$ cat src/rtl/ifu_prefetch_if.sv
// Instruction-memory bus between the fetch unit (master) and the memory (slave).
// Requests carry an address plus a full-PC tag; responses return data with the
// tag of the request they answer, strictly in request order.
interface ifu_prefetch_if #(
    parameter int XLEN      = 32,
    parameter int ADDR_W    = 16,
    parameter int INSTR_LEN = 32
);
    logic [ADDR_W-1:0]    instr_mem_addr;
    logic                 instr_mem_addr_valid;
    logic                 instr_mem_addr_ready;
    logic [XLEN-1:0]      instr_mem_tag_out;
    logic [INSTR_LEN-1:0] instr_mem_rdata;
    logic                 instr_mem_rdata_valid;
    logic [XLEN-1:0]      instr_mem_tag_in;

    modport master (
        output instr_mem_addr,
        output instr_mem_addr_valid,
        output instr_mem_tag_out,
        input  instr_mem_addr_ready,
        input  instr_mem_rdata,
        input  instr_mem_rdata_valid,
        input  instr_mem_tag_in
    );

    modport slave (
        input  instr_mem_addr,
        input  instr_mem_addr_valid,
        input  instr_mem_tag_out,
        output instr_mem_addr_ready,
        output instr_mem_rdata,
        output instr_mem_rdata_valid,
        output instr_mem_tag_in
    );
endinterface

$ cat src/rtl/ifu_prefetch.sv
// Decoupled instruction-fetch unit with credit-based issue and a small fetch
// queue (FQ). Keeps up to MAX_OUTST requests in flight, discards wrong-path
// responses after a redirect, and never lets the FQ overflow because a request
// is only issued when a free FQ slot is reserved for its response.
// Optional feature: define IFU_FQ_BYPASS_EN to forward a response straight to
// decode in the same cycle when the FQ is empty and decode is not stalled.
module ifu_prefetch #(
    parameter int XLEN      = 32,
    parameter int ADDR_W    = 16,
    parameter int INSTR_LEN = 32,
    parameter int FQ_DEPTH  = 4,
    parameter int MAX_OUTST = 4,
    parameter int PC_INC    = 4
) (
    input  logic                 clk,
    input  logic                 rst,
    input  logic [XLEN-1:0]      reset_vector,
    ifu_prefetch_if.master       mem,
    input  logic [XLEN-1:0]      pc_exu,
    input  logic                 pc_load,
    input  logic                 pipe_stall,
    output logic [INSTR_LEN-1:0] instr,
    output logic                 instr_valid,
    output logic [XLEN-1:0]      instr_tag
);
    localparam int PTR_W = $clog2(FQ_DEPTH);
    localparam int CNT_W = PTR_W + 1;
    localparam int OUT_W = $clog2(MAX_OUTST + 1);
    localparam int SUM_W = ((OUT_W > CNT_W) ? OUT_W : CNT_W) + 1;

    logic [XLEN-1:0]  pc_reg, pc_next;
    logic [OUT_W-1:0] outst_reg, outst_next;
    logic [OUT_W-1:0] drop_reg, drop_next;
    logic [PTR_W-1:0] rd_ptr_reg, rd_ptr_next;
    logic [PTR_W-1:0] wr_ptr_reg, wr_ptr_next;
    logic [CNT_W-1:0] fq_cnt_reg, fq_cnt_next;

    logic [INSTR_LEN-1:0] fq_data [FQ_DEPTH];
    logic [XLEN-1:0]      fq_tag  [FQ_DEPTH];

    logic             fq_empty;
    logic             rsp_valid;
    logic             rsp_drop;
    logic             rsp_keep;
    logic [SUM_W-1:0] credit_used;
    logic             issue_valid;
    logic             issue_fire;
    logic             bypass;
    logic             fq_push;
    logic             fq_pop;

    assign fq_empty = (fq_cnt_reg == '0);

    // A response seen with nothing outstanding (e.g. a leftover from before a
    // reset) is ignored rather than allowed to underflow the counters.
    assign rsp_valid = mem.instr_mem_rdata_valid && (outst_reg != '0);
    assign rsp_drop  = rsp_valid && (drop_reg != '0);
    assign rsp_keep  = rsp_valid && (drop_reg == '0);

    // Live requests (those whose data will be kept) each own one FQ slot.
    assign credit_used = SUM_W'(outst_reg) - SUM_W'(drop_reg) + SUM_W'(fq_cnt_reg);

    assign issue_valid = !rst && !pc_load
                       && (outst_reg < OUT_W'(MAX_OUTST))
                       && (credit_used < SUM_W'(FQ_DEPTH));
    assign issue_fire  = issue_valid && mem.instr_mem_addr_ready;

    assign mem.instr_mem_addr       = pc_reg[ADDR_W-1:0];
    assign mem.instr_mem_tag_out    = pc_reg;
    assign mem.instr_mem_addr_valid = issue_valid;

`ifdef IFU_FQ_BYPASS_EN
    assign bypass = fq_empty && rsp_keep && !pipe_stall && !pc_load;
`else
    assign bypass = 1'b0;
`endif

    assign fq_pop  = !rst && !fq_empty && !pc_load && !pipe_stall;
    assign fq_push = rsp_keep && !pc_load && !bypass;

    assign instr_valid = !rst && ((!fq_empty && !pc_load) || bypass);
    assign instr       = bypass ? mem.instr_mem_rdata  : fq_data[rd_ptr_reg];
    assign instr_tag   = bypass ? mem.instr_mem_tag_in : fq_tag[rd_ptr_reg];

    // Fetch-queue storage: one register pair per entry, written at the tail slot
    for (genvar gi = 0; gi < FQ_DEPTH; gi++) begin : g_fq
        logic [INSTR_LEN-1:0] data_reg;
        logic [XLEN-1:0]      tag_reg;
        logic                 wr_en;

        assign wr_en = fq_push && (wr_ptr_reg == PTR_W'(gi));

        // Capture a kept response when this entry is the current write slot
        always_ff @(posedge clk) begin
            if (wr_en) begin
                data_reg <= mem.instr_mem_rdata;
                tag_reg  <= mem.instr_mem_tag_in;
            end
        end

        assign fq_data[gi] = data_reg;
        assign fq_tag[gi]  = tag_reg;
    end

    // Next-state: redirect overrides issue, response bookkeeping and FQ traffic
    always_comb begin
        pc_next     = pc_reg;
        outst_next  = outst_reg;
        drop_next   = drop_reg;
        rd_ptr_next = rd_ptr_reg;
        wr_ptr_next = wr_ptr_reg;
        fq_cnt_next = fq_cnt_reg;
        if (pc_load) begin
            // Everything still in flight after this cycle belongs to the old
            // path, including a response arriving right now.
            pc_next     = pc_exu;
            outst_next  = outst_reg - OUT_W'(rsp_valid);
            drop_next   = outst_next;
            rd_ptr_next = '0;
            wr_ptr_next = '0;
            fq_cnt_next = '0;
        end else begin
            if (issue_fire) begin
                pc_next = pc_reg + XLEN'(PC_INC);
            end
            outst_next = outst_reg + OUT_W'(issue_fire) - OUT_W'(rsp_valid);
            if (rsp_drop) begin
                drop_next = drop_reg - OUT_W'(1);
            end
            if (fq_push) begin
                wr_ptr_next = wr_ptr_reg + PTR_W'(1);
            end
            if (fq_pop) begin
                rd_ptr_next = rd_ptr_reg + PTR_W'(1);
            end
            fq_cnt_next = fq_cnt_reg + CNT_W'(fq_push) - CNT_W'(fq_pop);
        end
    end

    // State register with synchronous reset to the reset vector and empty FQ
    always_ff @(posedge clk) begin
        if (rst) begin
            pc_reg     <= reset_vector;
            outst_reg  <= '0;
            drop_reg   <= '0;
            rd_ptr_reg <= '0;
            wr_ptr_reg <= '0;
            fq_cnt_reg <= '0;
        end else begin
            pc_reg     <= pc_next;
            outst_reg  <= outst_next;
            drop_reg   <= drop_next;
            rd_ptr_reg <= rd_ptr_next;
            wr_ptr_reg <= wr_ptr_next;
            fq_cnt_reg <= fq_cnt_next;
        end
    end

    // Memory must never answer when nothing is outstanding
    a_no_orphan_rsp: assert property (@(posedge clk) disable iff (rst)
        !(mem.instr_mem_rdata_valid && (outst_reg == '0)));

    // Counter invariants
    a_drop_le_outst: assert property (@(posedge clk) disable iff (rst)
        (drop_reg <= outst_reg) && (outst_reg <= OUT_W'(MAX_OUTST)));
    a_credit_bound: assert property (@(posedge clk) disable iff (rst)
        credit_used <= SUM_W'(FQ_DEPTH));

endmodule
$ cat src/flat_wrapper.sv
// flat-port wrapper written by rule: the top's interface ports become plain ports
module ifu_prefetch_flat 
#(
    parameter int XLEN      = 32,
    parameter int ADDR_W    = 16,
    parameter int INSTR_LEN = 32,
    parameter int FQ_DEPTH  = 4,
    parameter int MAX_OUTST = 4,
    parameter int PC_INC    = 4
)
  (clk, rst, reset_vector, pc_exu, pc_load, pipe_stall, instr, instr_valid, instr_tag, mem_instr_mem_addr, mem_instr_mem_addr_valid, mem_instr_mem_tag_out, mem_instr_mem_addr_ready, mem_instr_mem_rdata, mem_instr_mem_rdata_valid, mem_instr_mem_tag_in);
  ifu_prefetch_if #(.XLEN(XLEN), .ADDR_W(ADDR_W), .INSTR_LEN(INSTR_LEN)) mem_i ();
  input  logic clk;
  input  logic rst;
  input  logic [XLEN-1:0] reset_vector;
  input  logic [XLEN-1:0] pc_exu;
  input  logic pc_load;
  input  logic pipe_stall;
  output logic [INSTR_LEN-1:0] instr;
  output logic instr_valid;
  output logic [XLEN-1:0] instr_tag;
  output wire logic [$bits(mem_i.instr_mem_addr)-1:0] mem_instr_mem_addr;
  output wire logic [$bits(mem_i.instr_mem_addr_valid)-1:0] mem_instr_mem_addr_valid;
  output wire logic [$bits(mem_i.instr_mem_tag_out)-1:0] mem_instr_mem_tag_out;
  input wire logic [$bits(mem_i.instr_mem_addr_ready)-1:0] mem_instr_mem_addr_ready;
  input wire logic [$bits(mem_i.instr_mem_rdata)-1:0] mem_instr_mem_rdata;
  input wire logic [$bits(mem_i.instr_mem_rdata_valid)-1:0] mem_instr_mem_rdata_valid;
  input wire logic [$bits(mem_i.instr_mem_tag_in)-1:0] mem_instr_mem_tag_in;
  assign mem_instr_mem_addr = mem_i.instr_mem_addr;
  assign mem_instr_mem_addr_valid = mem_i.instr_mem_addr_valid;
  assign mem_instr_mem_tag_out = mem_i.instr_mem_tag_out;
  assign mem_i.instr_mem_addr_ready = mem_instr_mem_addr_ready;
  assign mem_i.instr_mem_rdata = mem_instr_mem_rdata;
  assign mem_i.instr_mem_rdata_valid = mem_instr_mem_rdata_valid;
  assign mem_i.instr_mem_tag_in = mem_instr_mem_tag_in;
  ifu_prefetch #(.XLEN(XLEN), .ADDR_W(ADDR_W), .INSTR_LEN(INSTR_LEN), .FQ_DEPTH(FQ_DEPTH), .MAX_OUTST(MAX_OUTST), .PC_INC(PC_INC)) u_core (.clk(clk), .rst(rst), .reset_vector(reset_vector), .mem(mem_i), .pc_exu(pc_exu), .pc_load(pc_load), .pipe_stall(pipe_stall), .instr(instr), .instr_valid(instr_valid), .instr_tag(instr_tag));
endmodule
$ cat config.mk
export PLATFORM = sky130hd
export DESIGN_NAME = ifu_prefetch_flat
export DESIGN_NICKNAME = d
export VERILOG_FILES = /design/src/rtl/ifu_prefetch_if.sv /design/src/rtl/ifu_prefetch.sv /design/src/flat_wrapper.sv
export SDC_FILE = /design/constraint.sdc
export NUM_CORES = 1
export LEC_CHECK = 0
export ABC_AREA = 1
export CAP_MARGIN = 20
export CORE_MARGIN = 2
export CORE_UTILIZATION = 52
export DETAILED_ROUTE_END_ITERATION = 8
export MAX_ROUTING_LAYER = met4
export PLACE_DENSITY = 0.8
export SLEW_MARGIN = 40
export SYNTH_ARGS = -nofsm -noshare
export SYNTH_HDL_FRONTEND = slang
export SYNTH_SLANG_ARGS = --single-unit
$ cat constraint.sdc
create_clock -name clk -period 5.85 [get_ports clk]
set_clock_uncertainty 0.1 [all_clocks]
set_input_delay 1.17 -clock clk [delete_from_list [all_inputs] [get_ports clk]]
set_output_delay 1.17 -clock clk [all_outputs]
set_load 0.02 [all_outputs]
== Word level (Yosys, flattened, before mapping) ==
Cells that the tools add are included.
Word-level totals
  bits in registers: 301
  latch bits: 0
  RAM bits: 0
  ROM bits: 0
  output and inout port bits: 114
  logic and storage cells: 73
  memories: 0
Cells by class
  add/subtract/negate cells: 11
  multipliers: 0
  div/mod/pow operators: 0
  magnitude comparators: 3
  equal/unequal tests: 3
  shift operators: 0
  muxes and demuxes: 12
  bitwise operators: 1
  reductions and logical operators: 29
Operators with widths (count)
  $mux W32: 7
  $bmux W32 S2: 2
  $add A32 B3 Y32 const B: 1
  $logic_and A1 B1 Y1: 17
  $mux W3: 3
  $reduce_bool A3 Y1: 3
  $sub A3 B1 Y3: 3
  $add A3 B1 Y3: 2
  $logic_not A3 Y1: 2
  $add A2 B1 Y2 const B: 2
  $add A4 B3 Y4: 1
  $eq A2 B2 Y1 const B: 2
  $logic_not A1 Y1: 4
  $lt A4 B3 Y1 const B: 1
  $sub A3 B3 Y4: 1
  $ge A3 B3 Y1 const B: 1
  $lt A3 B3 Y1 const B: 1
  $not A2 Y3: 1
  $sub A3 B1 Y3 const B: 1
  $eq A2 B1 Y1 const B: 1
  $logic_not A2 Y1: 1
  $reduce_bool A2 Y1: 1
  $reduce_or A2 Y1: 1

== Logic depth before layout (Yosys ltp) ==
Gate-level depths: netlist of the first run.
  depth after elaboration: 8
  gate-level depth with buffers: 14

== Worst setup path before layout of the first run ==
Ideal clock, no wire load.
  kind: input-to-reg
  from: input pc_load
  to: register u_core.g_fq[0].data_reg[0] (enable)
  library setup time: 487 ps
  arrival: 4387 ps
  data required time: 5263 ps
  slack: 876 ps
  cell stages on the path: 4
  path buffers: 1
  path through: buf_6 inv_1 nand4_1 nor2_1
On the way
  word-level cells in the longest chain between the ends: 3
Ends and longest elaborated chain
  from (decl): RTL line flat_wrapper.sv:17  | input logic pc_load;
  $logic_not A1 Y1: RTL line ifu_prefetch.sv:79  | assign fq_push = rsp_keep && !pc_load && !bypass;
  $logic_and A1 B1 Y1: RTL line ifu_prefetch.sv:79
  $logic_and A1 B1 Y1: RTL line ifu_prefetch.sv:91  | assign wr_en = fq_push && (wr_ptr_reg == PTR_W'(gi));
  net u_core.g_fq[0].wr_en: RTL line ifu_prefetch.sv:89  | logic wr_en;
  to (signal assigned): RTL line ifu_prefetch.sv:96  | data_reg <= mem.instr_mem_rdata;
  to (decl): RTL line ifu_prefetch.sv:87  | logic [INSTR_LEN-1:0] data_reg;
The timed path passes the listed nets, and every way through them passes these cells.
A chain may end at the register's enable or synchronous reset.

== Worst setup path after layout of the first run ==
  from: input rst
  to: output mem_instr_mem_addr_valid
On the way
  word-level cells in the longest chain between the ends: 4
Ends and longest elaborated chain
  from (decl): RTL line flat_wrapper.sv:14  | input logic rst;
  $logic_not A1 Y1: RTL line ifu_prefetch.sv:63  | assign issue_valid = !rst && !pc_load
  $logic_and A1 B1 Y1: RTL line ifu_prefetch.sv:63
  $logic_and A1 B1 Y1: RTL line ifu_prefetch.sv:64  | && (outst_reg < OUT_W'(MAX_OUTST))
  $logic_and A1 B1 Y1: RTL line ifu_prefetch.sv:65  | && (credit_used < SUM_W'(FQ_DEPTH));
  to (decl): RTL line flat_wrapper.sv:23  | output wire logic [$bits(mem_i.instr_mem_addr_valid)-1:0] mem_instr_mem_addr_valid;
No other way between the ends.

==> results of run 1 <==
==> critical path: cells and delay by family <==
kind / cells / cell delay, ns
buffers and inverters: 3 / 1.20
and+or+nand+nor: 4 / 0.92
==> power by group <==
group	switching [mW]	internal, mW	leakage, nW
Combinational	0.452	0.368	2.72
Sequential	0.0768	2.48	2.75
Clock	0.784	1.08	0.466
Total	1.31	3.92	5.93
==> kinds of logic (layout without fill, tap and decap cells) <==
family	Yosys count	count (layout)
XOR/XNOR	3	3
other	0	2
flip-flops	301	301
buffers and inverters	144	387
adder cells (fa/ha/maj)	20	20
AO/OA/AOI/OAI	239	239
AND/OR/NAND/NOR	434	434
==> per-stage QoR <==
stage | worst slack (ns) | instances | instance area (sq um) | hold WS (ns)
2_1_floorplan | 0.876 | 1141 | 13000 | 0.343
3_3_place_gp | 1.25 | 1652 | 15700 | 0.354
3_5_place_dp | 1.25 | 1652 | 15700 | 0.371
4_1_cts | 1.25 | 1707 | 16700 | 0.377
5_1_grt | 1.15 | 1710 | 16700 | 0.395
6_report | 1.28 | 1710 | 16700 | 0.381
==> metal layers <==
metal  share of wire [%]  track usage (%)
met5                   0                -
met2                  49             41.5
met4                 2.8             6.80
met3                  10             6.06
met1                  38             29.6
==> final cells by class <==
| type | instances | area, sq um | area share (%) |
|---|---|---|---|
| Multi-Input combinational cell | 696 | 3530 | 21.1 |
| Clock buffer | 35 | 769 | 4.61 |
| Sequential cell | 301 | 8910 | 53.3 |
| Tap cell | 324 | 405 | 2.43 |
| Clock inverter | 20 | 203 | 1.21 |
| Inverter | 71 | 272 | 1.62 |
| Timing Repair Buffer | 261 | 2620 | 15.7 |
| Antenna cell | 2 | 5.00 | 0.0300 |
==> final timing paths <==
path	start	end	cells past startpoint
setup / recovery	rst	mem_instr_mem_addr_valid	7
hold / removal	u_core.drop_reg[2]	u_core.drop_reg[2]	2
hold reg to reg	u_core.drop_reg[2]	u_core.drop_reg[2]	2
setup reg to reg	u_core.fq_cnt_reg[1]	u_core.outst_reg[2]	13
==> layout by cell type (no fill, tap or decap), types with 4 or more instances in the layout <==
| cell type | netlist | layout |
|---|---|---|
| sky130_fd_sc_hd__o21ai_0 | 136 | 136 |
| sky130_fd_sc_hd__clkbuf_1 | 33 | 5 |
| sky130_fd_sc_hd__edfxtp_1 | 288 | 288 |
| sky130_fd_sc_hd__clkdlybuf4s50_1 | 0 | 247 |
| sky130_fd_sc_hd__and2_1 | 4 | 4 |
| sky130_fd_sc_hd__o21bai_1 | 10 | 10 |
| sky130_fd_sc_hd__dfxtp_1 | 13 | 11 |
| sky130_fd_sc_hd__fa_1 | 4 | 4 |
| sky130_fd_sc_hd__clkinv_2 | 0 | 6 |
| sky130_fd_sc_hd__clkbuf_16 | 0 | 30 |
| sky130_fd_sc_hd__o211ai_1 | 6 | 6 |
| sky130_fd_sc_hd__clkinv_1 | 1 | 8 |
| sky130_fd_sc_hd__a21oi_1 | 14 | 14 |
| sky130_fd_sc_hd__ha_1 | 16 | 16 |
| sky130_fd_sc_hd__nor3_1 | 4 | 4 |
| sky130_fd_sc_hd__nor2_1 | 169 | 165 |
| sky130_fd_sc_hd__inv_1 | 69 | 67 |
| sky130_fd_sc_hd__nand2_2 | 5 | 5 |
| sky130_fd_sc_hd__nand2_1 | 153 | 153 |
| sky130_fd_sc_hd__nand3_1 | 80 | 80 |
| sky130_fd_sc_hd__o22ai_1 | 64 | 64 |
| sky130_fd_sc_hd__nor2_2 | 5 | 5 |
| sky130_fd_sc_hd__buf_4 | 19 | 11 |
| sky130_fd_sc_hd__o21ai_1 | 5 | 5 |
| sky130_fd_sc_hd__nor2_4 | 7 | 11 |
==> impl_metrics.tcl, run 1 <==
set metrics [dict create \
    dominant_cell_type_by_area_after_synthesis "sky130_fd_sc_hd__edfxtp_1" \
    clkSinkCount 301 \
    critPathMostFrequentCell "sky130_fd_sc_hd__clkdlybuf4s50_1" \
    postSynth.asyncResetShare_pct 0 \
    timing.final.crit_period_ns 4.57 \
    muxShareOfSynthArea_pct 0 \
    final-setup-viol-count 0 \
    crit_path_start_kind "input pin" \
    gp_congestion 0.904 \
    synth.net_count 1295 \
    drv.max_cap_violation_count 0 \
    largest_net_degree_at_the_start_of_global_routing 83 \
    initial_utilization_pct 53.3 \
    buffer_ports.inserted 247 \
    area_growth_pct 28.1 \
    report.final.hold_viol_count 0 \
    proportion_of_netlist_area_held_by_the_largest_area_contributor_pct 66.3 \
    routed-via-count 9504 \
    synth-edff-count 288 \
    worst-r2r-setup-slack_ns 2.87 \
    die-height_um 162 \
    synth_compound_gate_area_share_pct 10.2 \
    yosys.area_share.xor_xnor_pct 0.201 \
    post_cts_hold_buffer_count 0 \
    status "finished clean" \
    cts_tree "done" \
    max_stage_delay_ns 0.59 \
    timing.critical_path.cells "clkdlybuf4s50_1 > nor2_8 > nand2_1 > nor3_1 > nand3_1 > inv_1 > clkdlybuf4s50_1" \
    synth.top_cells.by_area "sky130_fd_sc_hd__edfxtp_1 (66%), sky130_fd_sc_hd__o21ai_0 (5.2%), sky130_fd_sc_hd__nor2_1 (4.9%)" \
    insertion_delay_ns 0.55 \
    antenna_found_initial 2 \
    cts_resized 0 \
    cts.clk_slew.worst_paths_ns 0.05 \
    timing.max_slew.rel_slack_pct 46.8 \
    dp_hpwl_um 20600 \
    routedWlPerCell_um 18.9 \
    firstDrtPassIters 5 \
    setup-tns-final_ns 0 \
    synth_simple_gate_area_share_pct 14.3 \
    post-cts-setup-buffers 0 \
    cts_max_level 1 \
    power.density_cell_area_nw_per_um2 313 \
    power.static_leakage_nw 5.93 \
    grt_first_pass_wirelength_um 48800 \
    grt-ovfl-total 0 \
    synth_seq_area_share_pct 68.3 \
    num_io_pins 248 \
    netlist_area_sq_um 13000 \
    nNetsFinal 1515 \
    synth_top_family_by_area "simple AND/OR/NAND/NOR gates" \
    timing_max_transition_violations_final 0 \
    worstHoldPathType "register to register" \
    cts_root_buffer "sky130_fd_sc_hd__clkbuf_16" \
    grt_pass1_vias 9257 \
    timing_worst_slew_pin_value_ns 0.795 \
    grt.total_usage_pct 24.5 \
    post_synthesis_instance_total 1141 \
    crit_slowest_cell "sky130_fd_sc_hd__clkdlybuf4s50_1" \
    yosys.cell_count.top_type "sky130_fd_sc_hd__edfxtp_1" \
    yosysWarnings 0 \
    design.die.area_sq_um 26400 \
    synth.cells.most_frequent "sky130_fd_sc_hd__edfxtp_1 (288), sky130_fd_sc_hd__nor2_1 (169), sky130_fd_sc_hd__nand2_1 (153)" \
    avgViaCountPerCell 5.56 \
    cts_max_path_buffers 3 \
    timing.critical_path.fanout_max 34 \
    worst-endpoint-required_ns 4.58 \
    number_of_routed_nets_with_antenna_violations 0 \
    fmaxAchievable_ghz 0.219 \
    cts-buffers-inserted 30 \
    timing.final.crit_share_pct 78.1 \
    drive_gt1_share_pct 6.29 \
    core.rowCount 57 \
    die_w_um 162 \
    drt_first_iter_violations 1116 \
    pnr_total_power_mw 5.24 \
    timing.setup.critical_path_class "input pin to output port" \
    drc 0 \
    synthFlopType "sky130_fd_sc_hd__edfxtp_1" \
    fillCellCount 1735 \
    worst-endpoint-arrival_ns 3.30 \
    irDropWorstVdd_v 0.000288 \
    netlist-cell-type-count 35 \
    synth_area_per_cell_sq_um 11.4 \
    yosys.area_share.adder_pct 2.15 \
    ys_seq_elements 301 \
    floorplan.core_area_sq_um 24500 \
    route.final.wire_length_um 32300 \
    grt_setup_unrepaired "no" \
    utilization_pct 68.3 \
    setup.worst_path.end_class "output port" \
]
Note: power is estimated with default switching activity, not from simulation.
==> run 2, diff against run 1 <==
- clock period: 5.85 -> 4.3 ns (I/O delays scaled with it)
==> run 2 against run 1 <==
Effect of this change: wire length grew 1.2%; total power grew 36%; core utilization grew 0.12 points; highest routed layer unchanged.
==> impl_metrics.tcl, run 2 (same netlist as run 1, synthesis figures left out) <==
set metrics [dict create \
    fillCellCount 1774 \
    worstHoldPathType "register to register" \
    setup-tns-final_ns 0 \
    design.die.area_sq_um 26400 \
    drt_first_iter_violations 767 \
    nNetsFinal 1522 \
    avgViaCountPerCell 5.55 \
    cts_max_level 1 \
    drc 0 \
    drive_gt1_share_pct 6.71 \
    dp_hpwl_um 21400 \
    cts_max_path_buffers 3 \
    area_growth_pct 28.3 \
    number_of_routed_nets_with_antenna_violations 0 \
    timing_worst_slew_pin_value_ns 0.672 \
    placement.setup.worst_slack_ns 0.518 \
    timing.setup.critical_path_class "register to output port" \
    clkSinkCount 301 \
    holdWs_ns 0.362 \
    route.final.wire_length_um 32700 \
    fmaxAchievable_ghz 0.258 \
    grt_pass1_vias 9453 \
    num_io_pins 248 \
    worst-endpoint-required_ns 3.34 \
    mostFrequentLayoutCell "sky130_fd_sc_hd__edfxtp_1" \
    setup.worst_path.end_class "output port" \
    stdcell_count 1713 \
    power.density_cell_area_nw_per_um2 427 \
    worst-endpoint-arrival_ns 2.91 \
    timing.critical_path.fanout_max 5 \
    critPathMostFrequentCell "sky130_fd_sc_hd__inv_1" \
    irDropWorstVdd_v 0.000397 \
    status "finished clean" \
    routed-via-count 9509 \
    setup_ws_ns 0.430 \
    cts_resized 0 \
    cts.clk_slew.worst_paths_ns 0.06 \
    drv.max_cap_violation_count 0 \
    crit_path_start_kind "register" \
    power.static_leakage_nw 5.97 \
    floorplan.core_area_sq_um 24500 \
    cts_tree "done" \
    grt.total_usage_pct 25.1 \
    path_delay_family "buffers and inverters" \
    die_w_um 162 \
    post_cts_hold_buffer_count 0 \
    post-cts-setup-buffers 0 \
    crit_slowest_cell "sky130_fd_sc_hd__clkdlybuf4s50_1" \
    initial_utilization_pct 53.3 \
    max_stage_delay_ns 0.59 \
    timing.final.crit_period_ns 3.87 \
    timing.max_slew.rel_slack_pct 55.2 \
    grt_setup_unrepaired "no" \
    layout.cells.most_common_list "sky130_fd_sc_hd__edfxtp_1 (288), sky130_fd_sc_hd__clkdlybuf4s50_1 (247), sky130_fd_sc_hd__nor2_1 (165)" \
    buffer_ports.inserted 247 \
    core.rowCount 57 \
    timing.final.crit_share_pct 90.0 \
    timing_max_transition_violations_final 0 \
    gp_congestion 0.945 \
    insertion_delay_ns 0.54 \
    post-place-cells 1659 \
    largest_net_degree_at_the_start_of_global_routing 89 \
    timing.critical_path.cells "inv_1 > fa_1 > ha_1 > o21a_1 > nor3_1 > nand3_1 > inv_1 > clkdlybuf4s50_1" \
    antenna_found_initial 2 \
    firstDrtPassIters 5 \
    routedWlPerCell_um 19.1 \
    timing.critical_path.buf_inv 3 \
    die-height_um 162 \
    report.final.hold_viol_count 0 \
    grt_first_pass_wirelength_um 50100 \
    cts-buffers-inserted 31 \
    final-setup-viol-count 0 \
    grt-ovfl-total 0 \
    cts_root_buffer "sky130_fd_sc_hd__clkbuf_16" \
]
[run 2: per-layer routing]
metal  routed length (um)  part of all wire (%)  global-route usage, %
met1                12700                    39                   30.2
met2                16300                    50                   42.4
met3                 2950                   9.0                   6.82
met4                  737                   2.3                   6.23
met5                    0                     0                      -
[run 2: metrics by stage]
stage	total power, mW	utilization (%)	cell area [sq um]
6_report	7.15	68.4	16700
5_1_grt	7.44	68.4	16700
4_1_cts	7.19	68.4	16700
3_5_place_dp	4.66	64.5	15800
3_3_place_gp	4.63	64.5	15800
2_1_floorplan	4.13	-	13000
[run 2: cell type report]
class / count / area (sq um) / share of cell area [%]
antenna: 2 / 5.00 / 0.0299
clock buffer: 36 / 795 / 4.75
clock inverter: 16 / 163 / 0.972
inverter: 71 / 268 / 1.60
multi-input combinational: 696 / 3530 / 21.1
sequential: 301 / 8910 / 53.3
tap: 324 / 405 / 2.42
timing repair buffer: 267 / 2660 / 15.9
[run 2: final timing paths]
path | cells after the start | start | slack, ns | end
hold reg to reg | 2 | u_core.drop_reg[2] | 0.36 | u_core.drop_reg[2]
hold / removal | 2 | u_core.drop_reg[2] | 0.36 | u_core.drop_reg[2]
setup reg to reg | 14 | u_core.fq_cnt_reg[1] | 1.36 | u_core.outst_reg[2]
setup / recovery | 8 | u_core.drop_reg[2] | 0.43 | mem_instr_mem_addr_valid
[run 2: worst register-to-register path, cell delays in order, from the launching register on]
cell                      delay (ns)
sky130_fd_sc_hd__dfxtp_1        0.41
sky130_fd_sc_hd__inv_1          0.09
sky130_fd_sc_hd__fa_1           0.53
sky130_fd_sc_hd__inv_1          0.04
sky130_fd_sc_hd__ha_1           0.26
sky130_fd_sc_hd__nand2_1        0.06
sky130_fd_sc_hd__nand2_1        0.07
sky130_fd_sc_hd__nand2_1        0.07
sky130_fd_sc_hd__nand4_1        0.14
sky130_fd_sc_hd__inv_1          0.06
sky130_fd_sc_hd__ha_1           0.19
sky130_fd_sc_hd__fa_1           0.38
sky130_fd_sc_hd__or2_2          0.30
sky130_fd_sc_hd__nand3_1        0.07
sky130_fd_sc_hd__a21oi_1        0.06
[run 2: power by group]
group / switching [mW] / total (mW) / internal, mW
clock: 1.06 / 2.55 / 1.49
combinational: 0.617 / 1.12 / 0.500
sequential: 0.106 / 3.48 / 3.38
total: 1.78 / 7.15 / 5.37
